File: src/rtl/comparator_seq.sv
// comparator_seq: multi-cycle magnitude comparator, one CHUNK-bit slice per clock, MSB slice first.
// Ports: i_clk/i_rst_n (async active-low); i_valid/o_ready request handshake with operand_a,
// operand_b, i_signed; o_valid/i_ready result handshake with one-hot o_eq/o_lt/o_gt.
module comparator_seq #(
  parameter int WIDTH = 32,
  parameter int CHUNK = 4
) (
  input  logic             i_clk,
  input  logic             i_rst_n,
  input  logic             i_valid,
  output logic             o_ready,
  input  logic [WIDTH-1:0] operand_a,
  input  logic [WIDTH-1:0] operand_b,
  input  logic             i_signed,
  output logic             o_valid,
  input  logic             i_ready,
  output logic             o_eq,
  output logic             o_lt,
  output logic             o_gt
);
  localparam int NCHUNK = WIDTH / CHUNK;
  localparam int IW = NCHUNK > 1 ? $clog2(NCHUNK) : 1;
  localparam logic [WIDTH-1:0] MSB = WIDTH'(1) << (WIDTH - 1);
  typedef enum logic [1:0] {IDLE, RUN, DONE} state_t;
  state_t state, state_nx;
  logic [WIDTH-1:0] a_q, b_q, a_sh, b_sh, flip;
  logic [CHUNK-1:0] a_s, b_s;
  logic [IW-1:0] idx;
  logic accept, diff, last;
  assign o_ready = state == IDLE;
  assign o_valid = state == DONE;
  assign accept  = i_valid & o_ready;
  // Flipping both MSBs maps two's complement onto offset binary, so the slice compare stays unsigned.
  assign flip = i_signed ? MSB : '0;
  assign a_sh = a_q << (CHUNK * idx);
  assign b_sh = b_q << (CHUNK * idx);
  assign a_s  = a_sh[WIDTH-1 -: CHUNK];
  assign b_s  = b_sh[WIDTH-1 -: CHUNK];
  assign diff = a_s != b_s;
  assign last = idx == IW'(NCHUNK - 1);
  always_ff @(posedge i_clk or negedge i_rst_n)
    if (!i_rst_n) state <= IDLE;
    else state <= state_nx;
  always_comb begin
    state_nx = state;
    if (state == IDLE && i_valid) state_nx = RUN;
    if (state == RUN && (diff || last)) state_nx = DONE;
    if (state == DONE && i_ready) state_nx = IDLE;
  end
  always_ff @(posedge i_clk or negedge i_rst_n)
    if (!i_rst_n) begin
      a_q  <= '0;
      b_q  <= '0;
      idx  <= '0;
      o_eq <= 1'b0;
      o_lt <= 1'b0;
      o_gt <= 1'b0;
    end else if (accept) begin
      a_q  <= operand_a ^ flip;
      b_q  <= operand_b ^ flip;
      idx  <= '0;
      o_eq <= 1'b0;
      o_lt <= 1'b0;
      o_gt <= 1'b0;
    end else if (state == RUN) begin
      if (diff) begin
        o_lt <= a_s < b_s;
        o_gt <= !(a_s < b_s);
        o_eq <= 1'b0;
      end else if (last) begin
        o_eq <= 1'b1;
        o_lt <= 1'b0;
        o_gt <= 1'b0;
      end else idx <= idx + 1'b1;
    end
endmodule

File: config.mk
export PLATFORM = sky130hd
export DESIGN_NAME = comparator_seq
export DESIGN_NICKNAME = d
export VERILOG_FILES = /design/src/rtl/comparator_seq.sv
export SDC_FILE = /design/constraint.sdc
export NUM_CORES = 1
export LEC_CHECK = 0
export ABC_AREA = 1
export CAP_MARGIN = 20
export CORE_AREA = 2 2 99 101
export DETAILED_ROUTE_END_ITERATION = 12
export DIE_AREA = 0 0 101 103
export PLACE_DENSITY = 0.63
export SLEW_MARGIN = 40
export SYNTH_ARGS = -nofsm -noshare
export SYNTH_HDL_FRONTEND = slang
export SYNTH_SLANG_ARGS = --single-unit
File: constraint.sdc
create_clock -name i_clk -period 2.88 [get_ports i_clk]
set_clock_uncertainty 0.2 [all_clocks]
set_input_delay 0.288 -clock i_clk [delete_from_list [all_inputs] [get_ports i_clk]]
set_output_delay 0.288 -clock i_clk [all_outputs]
set_load 0.005 [all_outputs]
# == Yosys cells after proc, flatten, opt, wreduce, memory -nomap -nowiden ==
# Index checks and enable logic that the tools add are counted.
# totals
output_inout_bits,5
regBits,72
input_bits,69
wordCells,50
# classes
order_cmp,1
shifts,2
add_sub_neg,1
n_eq_ne,6
muxes,19
bitwise_logic,3
reduce_logical,11
# ops
operator,n
32-bit by 5-bit << shifter with 32-bit output,2
32-bit XOR,2
32-bit 2-to-1 mux,1
3-bit 2-to-1 mux,4
1-bit 2-to-1 mux,11
2-bit 2-to-1 mux,3
3-bit nonzero test,2
4-bit < comparator,1
"2-bit inequality test, second input constant",2
4-bit inequality test,1
"3-bit by 1-bit adder with 3-bit output, second input constant",1
"3-bit equality test, second input constant",1
1-bit logical AND,3
3-bit AND reduction,1
"2-bit by 1-bit equality test with 1-bit output, second input constant",1
"2-bit equality test, second input constant",1
2-bit zero test,1
2-bit AND reduction,1
2-bit nonzero test,1
1-bit bitwise AND,1
1-bit zero test,1
1-bit logical OR,1

# == Longest topological paths before layout ==
# Gate-level depths: netlist of the first run.
# depth
word_depth,6
mapped_depth,15
ltp_nobuf,14

# == Worst setup path after synthesis of the first run ==
# No wires, ideal clock.
# synth_timing
path_type,register -> register
startpoint,reg idx[1]
endpoint,reg idx[2]
period_less_slack_ps,2261
setup_ps,117
path_buffers,2
t_required_ps,2563
path_stages_with_launch,13
path_slack_ps,619
t_arrival_ps,1945
path_cell_list,dfrtp_1 > buf_4 > inv_1 > buf_2 > o211ai_1 > nand3_1 > nand2_1 > ha_1 > nand2_1 > nor2_1 > nand3_1 > nand3_1 > nand2_1
# synth_via
elab_chain_len,5
word_cells_on_any_way,12
cone_classes,add/sub (1); eq/ne (4); shift (2); mux (4); reduce/logical (1)
# synth_lines
element,line_no,rtl
start: declaration,28,logic [IW-1:0] idx;
start signal: assignment,74,end else idx <= idx + 1'b1;
branches (longest 5 deep; another with 32-bit by 5-bit << shifter with 32-bit output),-,
# Several ways; the timed one is not identified. The select of a mux whose other input is x is not followed.
# A chain may end at the register's enable or synchronous reset.

# == Worst setup path in the final report of the first run ==
# layout_timing
startpoint,reg idx[0]
endpoint,reg idx[0]
# Same word-level chain as after synthesis.

==> results.py, run 1 <==
metrics = {
    "sta": {
        "hold_viol": 0,
        "fin_ws_ps": 430.5,
        "fmax_mhz": 408.2,
        "holdWs_ps": 276.5,
        "setup_viol": 0,
        "final-max-slew-violation-count": 0,
        "layout_min_cycle_time_ps": 2450,
        "fin_setup_tns_ps": 0,
        "rsz0062_at_grt": "false",
        "tightest_slew_ps": 501.6,
        "post-route-period-util_pct": 85.05,
        "relSlewSlack_pct": 66.53,
    },
    "synthesis": {
        "synth_nets": 555,
        "synth.avg_cell_area_sq_um": 7.525,
        "synthTopCellsByArea": "dfrtp_1, nand2_1, inv_1",
        "yosysTopAreaCell": "dfrtp_1",
        "netlist_area_sq_um": 3612,
        "ys_seq_area_share_pct": 49.88,
        "yosysMostFrequentCell": "nand2_1",
        "synth.distinct_cells": 22,
        "yosys.area_share.xor_xnor_pct": 0.4849,
        "synth-simple-area-share_pct": 29.68,
        "synth_edf_count": 0,
        "ys_warn_count": 0,
        "synth_ff_type": "dfrtp_1",
        "ys_seq_elements": 72,
        "synth_compound_area_share_pct": 8.105,
        "muxShareOfSynthArea_pct": 0,
        "synth_top_area_share_pct": 49.88,
        "synth_top_family_by_area": "simple AND/OR/NAND/NOR gates",
        "synthAdderAreaFrac_pct": 2.078,
        "yosys-top-cells-count": "nand2_1, dfrtp_1, inv_1",
        "synthArstFlopShare_pct": 100.0,
        "syn_inst": 480,
    },
    "cts": {
        "cts.path.max_buffers": 2,
        "clk_pin_slew_ps": 70,
        "htreeDepth": 3,
        "cts_buffers": 9,
        "clk_latency_ps": 340,
        "root_buffer": "clkbuf_8",
        "cts_tree": "yes",
        "clkSinkCount": 72,
    },
    "detailed_routing": {
        "drt-pass1-iter-count": 5,
        "ant_nets": 0,
        "routed_wl_mm": 8.621,
        "drtIter0Drc": 157,
        "wire_per_inst_microns": 12.93,
        "avgViaCountPerCell": 4.682,
        "drc": 0,
        "vias": 3123,
    },
    "floorplanning": {
        "coreArea_sq_um": 9459,
        "io_pins": 74,
        "dieHeight_microns": 103,
        "num_rows": 36,
        "die_w_microns": 101,
        "initial_utilization_pct": 38.19,
        "die_area_sq_um": 10400,
    },
    "placed_design": {
        "numPortBuffers": 73,
        "place_congestion": 0.9268,
        "dp_hpwl_mm": 6.330,
        "dp_slack_ps": 349.6,
        "dpl_cell_area_sq_um": 4437,
    },
    "run": {
        "maxCapViolCount": 0,
    },
    "cells_and_area": {
        "final_layout_size_suffix_gt1_share_pct": 5.244,
        "final_cell_area_sq_um": 4658,
        "register_area_sq_um": 1802,
        "layout.nets": 624,
        "multi_input_area_sq_um": 1460,
        "antenna-diode-count": 0,
        "fillers": 928,
        "area_growth_pct": 28.96,
    },
    "critical_path": {
        "r2r_end": "idx[0]$_DFFE_PN0P_",
        "rr_startpoint": "idx[0]$_DFFE_PN0P_",
        "critPathMaxStageDelay_ps": 460,
        "reg2reg_setup_slack_ps": 430,
        "required_ps": 2960,
        "cp-start-kind": "register",
        "crit_top_cell": "nand2_1",
        "reg2regPathDepth": 12,
        "worstPathArrival_ps": 2530,
        "cpMaxStageDelayCell": "dfrtp_1",
        "path_max_fanout": 22,
        "path_cells": "buf_4, o21ai_0, o21ai_0, nand2_1, nand2_1, ha_1, nand2_1, nor2_2, nand3_1, nand2_1, nand2_1, nand2_1",
        "path_class": "register to register",
        "worstSetupEndpointType": "register",
    },
    "power": {
        "leakage_nw": 2.352,
        "vdd_drop_max_mv": 0.2429,
        "cellPowerDensity_nw_per_um2": 421.9,
        "p_total_mw": 1.965,
    },
    "grt": {
        "grt-ovfl-total": 0,
        "groute.usage.overall_pct": 17.84,
        "grt_max_degree": 68,
        "grt_antenna_before_repair": 0,
        "grt_pass1_vias": 3029,
        "grt_pass1_wl_mm": 14.57,
    },
    "hold_path": {
        "worstHoldPathType": "primary input to register",
        "hold-path-cell-count": 3,
        "min_to": "a_q[6]$_DFFE_PN0P_",
        "min-delay-start": "operand_a[6]",
    },
    "outcome": {
        "status": "complete, no violations",
    },
}
layout make-up:
| cell class | count | area share (%) |
|---|---|---|
| clock buffer | 12 | 3.546 |
| inverter | 49 | 4.029 |
| sequential | 72 | 38.68 |
| clock inverter | 3 | 0.8595 |
| tap | 114 | 3.062 |
| multi-input combinational | 335 | 31.35 |
| timing repair buffer | 82 | 18.48 |
worst max-delay path, delay by kind of cell, from the launching register on:
family | cells | cell delay (ps)
adder cells (fa/ha/maj) | 1 | 290
flip-flops | 1 | 460
AO/OA/AOI/OAI | 2 | 350
buffers and inverters | 1 | 240
AND/OR/NAND/NOR | 8 | 820
how the worst max path moves through the flow:
stage | from | endpoint | slack [ps] | cells after the start
2_1_floorplan | idx[1]$_DFFE_PN0P_ | idx[2]$_DFFE_PN0P_ | 620 | 12
3_3_place_gp | idx[1]$_DFFE_PN0P_ | idx[0]$_DFFE_PN0P_ | 480 | 13
3_5_place_dp | idx[0]$_DFFE_PN0P_ | idx[0]$_DFFE_PN0P_ | 350 | 14
4_1_cts | idx[0]$_DFFE_PN0P_ | idx[0]$_DFFE_PN0P_ | 330 | 14
5_1_grt | idx[0]$_DFFE_PN0P_ | idx[0]$_DFFE_PN0P_ | 120 | 14
6_report | idx[0]$_DFFE_PN0P_ | idx[0]$_DFFE_PN0P_ | 430 | 12
through the flow:
step                      instances  utilization, %
after global placement          649           46.46
final                           667           49.25
after global routing            667           49.25
after CTS                       667           49.18
after detailed placement        651           46.90
after floorplan                 480               -
sequential cells by signal, summed over array words and instances (netlist names):
name	cells
a_q	32
b_q	32
idx	3
o_eq	1
o_gt	1
o_lt	1
state	2
repair_timing:
action                     4_1_cts  5_1_grt
hold endpoints to repair        72        0
hold buffers                     1        0
setup buffers                    0        0
setup endpoints to repair        0        3
gates resized for setup          0        2
layout by cell type (no fill, tap or decap), drive strengths merged:
master	instances
nor2	36
clkinvlp	1
bufinv	1
nand2	212
a21oi	3
clkbuf	12
inv	48
o21ai	42
ha	6
clkinv	2
dfrtp	72
clkdlybuf4s50	72
xnor2	2
nand4	1
nand3	24
dlygate4sd3	1
o211ai	8
buf	9
o21bai	1
routing by layer:
metal / routed length (microns) / track usage [%] / vias up
li1: - / - / 1612
met2: 3816 / 26.56 / 76
met1: 4260 / 25.85 / 1421
met3: 370 / 3.661 / 14
met5: 0 / 0 / -
met4: 174 / 6.445 / 0
where the power goes:
| group | internal, mW | switching (mW) | total [mW] |
|---|---|---|---|
| Combinational | 0.0903 | 0.0376 | 0.128 |
| Clock | 0.464 | 0.363 | 0.827 |
| Sequential | 1.01 | 0 | 1.01 |
| Total | 1.56 | 0.401 | 1.97 |
kinds of logic (layout without fill, tap and decap cells):
kind of cell    after synthesis  after routing
buf+inv                      73            146
xor+xnor                      2              2
simple gates                273            273
flops                        72             72
compound gates               54             54
fa+ha+maj                     6              6
No activity file was read; power rests on OpenSTA's default activity.
==> inputs of run 2 (changes only) <==
--- a/config.mk
+++ b/config.mk
@@ -12,3 +12,2 @@
 export DIE_AREA = 0 0 101 103
-export PLACE_DENSITY = 0.63
 export SLEW_MARGIN = 40
==> constraint.sdc (replaced) <==
create_clock -name i_clk -period 2.88 [get_ports i_clk]
set_clock_uncertainty 0.2 [all_clocks]
set_input_delay 0.864 -clock i_clk [delete_from_list [all_inputs] [get_ports i_clk]]
set_output_delay 0.864 -clock i_clk [all_outputs]
set_load 0.005 [all_outputs]
==> run 2 against run 1 <==
Count of clock-buffer cells in the layout down 2. First-iteration DRC count up 25%. Utilization down 0.54 points. Cell count down 0.15%. Maximum frequency down 4.0%. Clock power up 4.2%. Die area unchanged. Register-to-register slack worse by 80 ps. Worst hold slack better by 9.1 ps. Critical path type is now register to output pin.
==> results.py, run 2 (same netlist as run 1, synthesis figures left out) <==
metrics = {
    "detailed_routing": {
        "drc": 0,
        "drt-pass1-iter-count": 4,
        "vias": 3068,
        "ant_nets": 0,
        "wire_per_inst_microns": 12.61,
        "drtIter0Drc": 196,
        "avgViaCountPerCell": 4.607,
        "routed_wl_mm": 8.399,
    },
    "floorplanning": {
        "coreArea_sq_um": 9459,
        "die_area_sq_um": 10400,
        "io_pins": 74,
        "num_rows": 36,
        "dieHeight_microns": 103,
        "initial_utilization_pct": 38.19,
        "die_w_microns": 101,
    },
    "cts": {
        "cts_tree": "yes",
        "cts.path.max_buffers": 2,
        "root_buffer": "clkbuf_8",
        "cts_setup_buffers": 0,
        "clk_latency_ps": 350,
        "clkSinkCount": 72,
        "cts_buffers": 9,
        "clk_pin_slew_ps": 80,
        "htreeDepth": 3,
    },
    "sta": {
        "hold_viol": 0,
        "final-max-slew-violation-count": 0,
        "post-route-period-util_pct": 88.58,
        "rsz0062_at_grt": "false",
        "layout_min_cycle_time_ps": 2551,
        "setup_viol": 0,
        "relSlewSlack_pct": 66.32,
        "fmax_mhz": 392.0,
        "fin_setup_tns_ps": 0,
        "tightest_slew_ps": 504.6,
    },
    "grt": {
        "grt_pass1_vias": 2767,
        "grt_antenna_before_repair": 0,
        "grt-ovfl-total": 0,
        "grt_pass1_wl_mm": 13.74,
        "grt_max_degree": 73,
        "groute.usage.overall_pct": 17.17,
    },
    "hold_path": {
        "worstHoldPathType": "register to register",
        "hold-path-cell-count": 2,
        "min_to": "a_q[7]$_DFFE_PN0P_",
        "min-delay-start": "a_q[7]$_DFFE_PN0P_",
    },
    "power": {
        "power_switching_share_pct": 20.66,
        "p_seq_share_pct": 50.8,
        "vdd_drop_max_mv": 0.1813,
        "leakage_nw": 2.331,
        "comb_power_share_pct": 5.9,
        "p_clk_share_pct": 43.3,
        "switchingPower_mw": 0.4111,
        "p_int_mw": 1.579,
        "cellPowerDensity_nw_per_um2": 431.9,
    },
    "placed_design": {
        "numPortBuffers": 73,
        "dpl_cell_area_sq_um": 4389,
        "dp_hpwl_mm": 6.097,
        "dp.cells": 650,
        "place_congestion": 0.8539,
    },
    "cells_and_area": {
        "layout_commonest_cell": "nand2_1",
        "final_layout_size_suffix_gt1_share_pct": 5.072,
        "final_cells": 666,
        "final_cell_area_sq_um": 4607,
        "area_growth_pct": 27.54,
        "largestRegisters": "a_q x32, b_q x32, idx x3",
        "antenna-diode-count": 0,
        "final_cell_mix": "nand2_1, dfrtp_1, clkdlybuf4s50_1",
        "layout.nets": 622,
    },
    "critical_path": {
        "worstPathArrival_ps": 1490,
        "path_max_fanout": 4,
        "worstSetupEndpointType": "output pin",
        "required_ps": 1820,
        "reg2reg_setup_slack_ps": 350,
        "path_class": "register to output pin",
        "r2r_end": "idx[2]$_DFFE_PN0P_",
        "cp-start-kind": "register",
        "reg2regPathDepth": 15,
        "rr_startpoint": "idx[0]$_DFFE_PN0P_",
    },
    "outcome": {
        "status": "complete, no violations",
    },
    "run": {
        "maxCapViolCount": 0,
    },
}
==> run 2: layer usage <==
| layer | GRT usage, % | up-vias | routed length [microns] |
|---|---|---|---|
| li1 | - | 1612 | - |
| met1 | 25.75 | 1357 | 4220 |
| met2 | 24.15 | 82 | 3549 |
| met3 | 2.847 | 17 | 447 |
| met4 | 8.004 | 0 | 181 |
| met5 | 0 | - | 0 |
==> run 2: power groups by stage <==
stage	registers (mW)	logic, mW	clock network, mW
3_5_place_dp	1.03	0.119	0
3_3_place_gp	1.03	0.118	0
4_1_cts	1.01	0.120	0.871
2_1_floorplan	1.03	0.00230	0
6_report	1.01	0.117	0.862
5_1_grt	1.01	0.127	0.917
==> run 2: timing repair <==
| action | 4_1_cts | 5_1_grt |
|---|---|---|
| endpoints found under the setup margin | 0 | 6 |
| hold buffers | 0 | 0 |
| gates resized for setup | 0 | 2 |
==> run 2: area by class of cell <==
cell class              count  area [sq um]
repair buffers             80         803.3
clock inverters             6         83.83
flip-flops and latches     72          1802
multi-input cells         335          1460
clock buffers              10         127.6
inverters                  49         187.7
well taps                 114         142.6
fillers                   956          4852
==> run 2: worst max path at each step <==
stage / endpoint / slack (ps) / from
floorplan: idx[2]$_DFFE_PN0P_ / 620 / idx[1]$_DFFE_PN0P_
global placement: idx[2]$_DFFE_PN0P_ / 350 / idx[0]$_DFFE_PN0P_
detailed placement: idx[2]$_DFFE_PN0P_ / 210 / idx[0]$_DFFE_PN0P_
CTS: idx[2]$_DFFE_PN0P_ / 180 / idx[0]$_DFFE_PN0P_
global route: idx[2]$_DFFE_PN0P_ / 5 / idx[0]$_DFFE_PN0P_
finish: o_valid / 330 / state[1]$_DFFE_PN0P_
==> run 2: critical path: stages, from the launching register on <==
cell             delay [ps]
dfrtp_1                 440
inv_1                    60
nor2_1                  120
clkdlybuf4s50_1         520
==> run 2: stage by stage <==
step           util (%)  setup slack, ps  total power [mW]  hold WS, ps
5_1_grt           48.70            5.448             2.055        320.7
3_3_place_gp      46.40            350.3             1.149        268.4
4_1_cts           48.64            184.2             2.001        289.6
3_5_place_dp      46.40            212.6             1.149        271.0
6_report          48.70            328.8             1.990        285.6
2_1_floorplan         -            618.6             1.033        243.6
